===== src/rtl/fifo_reader.sv =====
// Pops words from an upstream FIFO and packs PACK of them into one output word.
// Optional handshake counter port word_count when FIFO_READER_WORDCNT_EN is defined.
module fifo_reader #(
    parameter int DATA_WIDTH = 4,
    parameter int PACK       = 2
) (
    input  logic                         clk,
    input  logic                         reset,
    input  logic                         fifo_empty,
    input  logic [DATA_WIDTH-1:0]        fifo_data,
    output logic                         fifo_rd_en,
    output logic [PACK*DATA_WIDTH-1:0]   out_data,
    output logic                         out_valid,
    input  logic                         out_ready,
    output logic                         busy
`ifdef FIFO_READER_WORDCNT_EN
    ,
    output logic [15:0]                  word_count
`endif
);

    localparam int IDX_W = (PACK > 1) ? $clog2(PACK) : 1;
    localparam logic [IDX_W-1:0] LAST_IDX = IDX_W'(PACK - 1);

    typedef enum logic [1:0] {
        IDLE,
        READ,
        CAPT,
        PRESENT
    } state_t;

    state_t                       state;
    state_t                       state_next;
    logic [IDX_W-1:0]             idx;
    logic [PACK*DATA_WIDTH-1:0]   pack_reg;
    logic                         handshake;

    assign handshake = out_valid && out_ready;

    always_ff @(posedge clk or posedge reset) begin
        if (reset) begin
            state <= IDLE;
        end else begin
            state <= state_next;
        end
    end

    // CAPT never looks at fifo_empty: it is the settle cycle for the lagging flag.
    always_comb begin
        state_next = state;
        case (state)
            IDLE:    if (!fifo_empty) state_next = READ;
            READ:    state_next = CAPT;
            CAPT:    state_next = (idx == LAST_IDX) ? PRESENT : IDLE;
            PRESENT: if (handshake) state_next = IDLE;
            default: state_next = IDLE;
        endcase
    end

    always_ff @(posedge clk or posedge reset) begin
        if (reset) begin
            idx      <= '0;
            pack_reg <= '0;
        end else if (state == CAPT) begin
            pack_reg[idx*DATA_WIDTH +: DATA_WIDTH] <= fifo_data;
            idx <= (idx == LAST_IDX) ? '0 : idx + 1'b1;
        end
    end

    assign fifo_rd_en = (state == READ);
    assign out_valid  = (state == PRESENT);
    assign out_data   = pack_reg;
    assign busy       = !((state == IDLE) && (idx == '0));

`ifdef FIFO_READER_WORDCNT_EN
    always_ff @(posedge clk or posedge reset) begin
        if (reset) begin
            word_count <= '0;
        end else if (handshake) begin
            word_count <= word_count + 16'd1;
        end
    end
`endif

endmodule


===== config.mk =====
export PLATFORM = sky130hd
export DESIGN_NAME = fifo_reader
export DESIGN_NICKNAME = d
export VERILOG_FILES = /design/src/rtl/fifo_reader.sv
export SDC_FILE = /design/constraint.sdc
export NUM_CORES = 1
export LEC_CHECK = 0
export CELL_PAD_IN_SITES_DETAIL_PLACEMENT = 0
export CELL_PAD_IN_SITES_GLOBAL_PLACEMENT = 2
export CORE_MARGIN = 5
export CORE_UTILIZATION = 27
export DETAILED_ROUTE_END_ITERATION = 10
export PLACE_DENSITY_LB_ADDON = 0.1
export SLEW_MARGIN = 30
export SYNTH_ARGS = -nofsm -noshare
export SYNTH_HDL_FRONTEND = slang
export SYNTH_SLANG_ARGS = --single-unit

===== constraint.sdc =====
create_clock -name clk -period 2.6 [get_ports clk]
set_clock_uncertainty 0.1 [all_clocks]
set_input_delay 0.39 -clock clk [delete_from_list [all_inputs] [get_ports clk]]
set_output_delay 0.39 -clock clk [all_outputs]
set_load 0.1 [all_outputs]

==> impl_metrics.tcl, run 1 <==
set metrics [dict create \
    cts_buffer_depth 2 \
    grt_pass1_wl_um 1480 \
    insertion_delay_ns 0.25 \
    status "completed" \
    viasPerCell 4.63 \
    io_pins 19 \
    drt_iter0_drc 2 \
    die_h_um 51.8 \
    cts.repair.resized 0 \
    seq_area_frac_synth_pct 58.4 \
    cp-start-kind "register" \
    synth-warning-count 0 \
    fmax_mhz 517 \
    cts_tree "done" \
    ant_nets 0 \
    rsz0062_at_grt "no" \
    maxCapViolations 0 \
    hp-class "in2async" \
    globalplace.congestion 0.686 \
    critPathSlowestCell "dfrtp_1" \
    antenna_found_initial 0 \
    synth_cells 33 \
    placement.io_buffers 18 \
    crit_arrival_ns 1.44 \
    clock_sinks 11 \
    layout_common_cells "11 x dfrtp_1, 11 x buf_4, 7 x clkdlybuf4s50_1" \
    avgSynthCellArea_um2 14.3 \
    grt_max_degree 12 \
    slew_viol_final 0 \
    r2r-start "state[0]$_DFFE_PP0P_" \
    required_ns 2.11 \
    synth_cell_type_count 14 \
    crit_chain "or3_2 -> buf_4" \
    area_delta_synth_final_pct 42.4 \
    synthesis.area_um2 472 \
    tns_ns 0 \
    num_antenna_cells 0 \
    path_max_fanout 6 \
    synthesis.nets 41 \
    htreeDepth 1 \
    num_rows 15 \
    wirelength_um 925 \
    vias 333 \
    crit_type "reg2out" \
    slew_headroom_pct 72.8 \
    nNetsFinal 64 \
    core_um2 1690 \
    cp-startpoint "idx$_DFFE_PP0N_" \
    crit_path_end_kind "output port" \
    track_usage_pct 7.70 \
    fillers 178 \
    post-route-period-util_pct 74.3 \
    hold_buffers 0 \
    ys_ff_latch 11 \
    start_util_pct 27.9 \
    dr.pass1.iters 3 \
    routedWlPerCell_um 12.8 \
    cp_top_family "flip-flops" \
    post_cts_buffers 0 \
    layout-drive-gt1-share_pct 40.0 \
    cts_root_buffer "clkbuf_4" \
    fin_crit_ns 1.93 \
    finalHoldViolations 0 \
    grt_overflow_total 0 \
    grt_pass1_vias 341 \
    critical_path.max_stage_delay_ns 0.47 \
    clk_pin_slew_ns 0.06 \
    fp.dieW_um 51.8 \
    multi_input_area_um2 189 \
    setup_viol 0 \
    die-area_um2 2680 \
    critical_path_buf_inv_count 1 \
    drc 0 \
    cts_buffers 3 \
    regArea_um2 275 \
    worst_pin_slew_ns 0.408 \
]
-- worst paths after layout --
| path | end | slack (ns) | cells past startpoint |
|---|---|---|---|
| max | busy | 0.67 | 2 |
| min reg2reg | out_data[4]$_DFFE_PP0P_ | 0.39 | 1 |
| max reg2reg | out_data[0]$_DFFE_PP0P_ | 1.22 | 3 |
| min in group clk | out_data[4]$_DFFE_PP0P_ | 0.39 | 1 |
| min | out_data[3]$_DFFE_PP0P_ | 0.32 | 2 |
| max in group asynchronous | state[0]$_DFFE_PP0P_ | 1.79 | 2 |
-- registers in the layout, summed over array words and instances (netlist names) --
signal	cells
state	2
out_data	8
idx	1
-- final cells by class --
cell class	instances	area share (%)
Inverter	2	1.12
Clock buffer	4	3.91
Multi-Input combinational cell	20	28.1
Sequential cell	11	41.0
Tap cell	17	3.17
Timing Repair Buffer	18	22.7
-- Yosys cell counts, drive strengths merged --
master / number / area [um^2]
a21oi: 3 / 15.0
and2b: 1 / 7.51
dfrtp: 11 / 275
inv: 2 / 7.51
mux2: 8 / 105
nand2: 1 / 3.75
nand2b: 1 / 8.76
nand3b: 1 / 11.3
nor2: 2 / 15.0
o22ai: 1 / 6.26
or3: 1 / 7.51
xnor2: 1 / 8.76
-- through the flow --
step | std cells | util, % | hold slack (ns) | instance area [um^2] | worst slack, ns
after detailed placement | 68 | 38.2 | 0.384 | 646 | 0.940
after global placement | 68 | 38.2 | 0.375 | 646 | 0.963
after floorplan | 33 | - | 0.142 | 472 | 0.882
after CTS | 72 | 39.8 | 0.336 | 672 | 0.650
final | 72 | 39.8 | 0.321 | 672 | 0.667
after global routing | 72 | 39.8 | 0.387 | 672 | 0.608
-- cells by family after synthesis --
family,after synthesis,synth area share (%)
flops,11,58.4
mux,8,22.3
simple gates,7,11.4
compound gates,4,4.51
buf+inv,2,1.59
xor+xnor,1,1.86
-- routing by layer --
layer / wire (um) / track usage (%) / share of wire [%]
met1: 381 / 7.90 / 41
met2: 440 / 12.9 / 48
met3: 103 / 5.44 / 11
met4: 0 / 1.31 / 0
met5: 0 / 0 / 0
Power of run 1 is not shown: default switching activity piles up to over one toggle a cycle in this logic, so the estimate is an artifact.
==> run 2: changes to the inputs <==
Settings changed: CORE_ASPECT_RATIO set to 0.7, CORE_UTILIZATION 27 to 25.
Clock period 2.6 ns to 1.8 ns, I/O delays scaled along.
==> run 2 against run 1 <==
Net effect: register-to-register slack lost 0.82 ns; first-iteration DRC count is the same; highest routed layer is now met4; via count grew 2.4%; wire length grew 12%; setup slack lost 0.53 ns; sequential share of layout area shrank 7.9 points; count of clock-buffer cells in the layout is the same.
==> impl_metrics.tcl, run 2 (synthesis gave the netlist of run 1 again) <==
set metrics [dict create \
    status "completed" \
    cts_buffer_depth 2 \
    grt_pass1_vias 338 \
    fin_hold_ws_ns 0.204 \
    start_util_pct 25.9 \
    nNetsFinal 66 \
    setup_slack_ns 0.139 \
    rsz0062_at_grt "no" \
    slew_viol_final 0 \
    crit_arrival_ns 1.29 \
    wirelength_um 1040 \
    finalHoldViolations 0 \
    routedWlPerCell_um 13.2 \
    layout-drive-gt1-share_pct 43.9 \
    hp-class "in2async" \
    vias 341 \
    reg2reg_to "out_data[0]$_DFFE_PP0P_" \
    largest_reg_flops 8 \
    grt_overflow_total 0 \
    r2r_cells 3 \
    layout_common_cells "11 x buf_12, 10 x dfrtp_1, 7 x clkdlybuf4s50_1" \
    core_um2 1820 \
    place_ws_ns 0.288 \
    critical_path.max_stage_delay_ns 0.43 \
    post-route-period-util_pct 92.3 \
    ant_nets 0 \
    antenna_found_initial 0 \
    slew_headroom_pct 72.4 \
    dpl.hpwl_um 790 \
    cts_root_buffer "clkbuf_4" \
    clock_sinks 11 \
    fin_crit_ns 1.66 \
    track_usage_pct 8.11 \
    die_h_um 46.3 \
    globalplace.congestion 0.692 \
    grt_max_degree 12 \
    hold_buffers 0 \
    num_rows 13 \
    drt_iter0_drc 2 \
    num_antenna_cells 0 \
    insertion_delay_ns 0.26 \
    area_delta_synth_final_pct 77.2 \
    maxCapViolations 0 \
    placement.io_buffers 18 \
    dr.pass1.iters 2 \
    drc 0 \
    crit_path_end_kind "output port" \
    grt_pass1_wl_um 1550 \
    cp-start-kind "register" \
    cts_buffers 3 \
    htreeDepth 1 \
    layout_commonest_cell "buf_12" \
    required_ns 1.43 \
    die-area_um2 2870 \
    tns_ns 0 \
    worst_pin_slew_ns 0.414 \
    crit_chain "or3_4 -> buf_12" \
    cts_tree "done" \
    critPathSlowestCell "dfrtp_1" \
    setup_viol 0 \
    fmax_mhz 602 \
    r2r-start "state[0]$_DFFE_PP0P_" \
    crit_type "reg2out" \
    io_pins 19 \
    fp.dieW_um 61.9 \
    path_max_fanout 7 \
    r2r_setup_slack_ns 0.40 \
    viasPerCell 4.32 \
    clk_pin_slew_ns 0.07 \
]
==> run 2: cell count changes in the layout (fill, tap and decap cells not counted), sizes merged <==
cell	delta
buf	+2
==> run 2: final cells by class <==
type | instances | area (um^2)
flip-flops and latches | 11 | 277
repair buffers | 20 | 305
fillers | 160 | 986
inverters | 2 | 7.51
clock buffers | 4 | 26.3
multi-input cells | 20 | 193
well taps | 22 | 27.5
==> run 2: how the worst max path moves through the flow <==
stage,startpoint,end,cells past startpoint
2_1_floorplan,state[1]$_DFFE_PP0P_,fifo_rd_en,1
3_3_place_gp,idx$_DFFE_PP0N_,busy,2
3_5_place_dp,idx$_DFFE_PP0N_,busy,2
4_1_cts,idx$_DFFE_PP0N_,busy,2
5_1_grt,state[0]$_DFFE_PP0P_,busy,2
6_report,state[0]$_DFFE_PP0P_,busy,2
==> run 2: worst max-delay path, delay by kind of cell (launching register included) <==
family                 cells  cell delay (ns)
DFF                        1             0.43
and+or+nand+nor            1             0.42
buffers and inverters      1             0.17
==> run 2: layer usage <==
| layer | track usage (%) | up-vias | share of wire (%) |
|---|---|---|---|
| li1 | - | 163 | - |
| met1 | 10.1 | 163 | 44 |
| met2 | 11.5 | 13 | 47 |
| met3 | 3.36 | 2 | 6.8 |
| met4 | 5.08 | 0 | 1.8 |
| met5 | 0 | - | 0 |
==> run 2: stage by stage <==
step	cells	utilization, %	cell area [um^2]
after floorplan	33	-	472
after global placement	73	43.3	790
after detailed placement	73	43.3	790
after CTS	77	44.8	817
after global routing	79	45.9	836
final	79	45.9	836
==> run 2: timing repair <==
action	CTS	global route
setup endpoints to repair	1	1
gates resized for setup	1	1
buffers inserted	0	2
Power of run 2 is left out for the same reason.
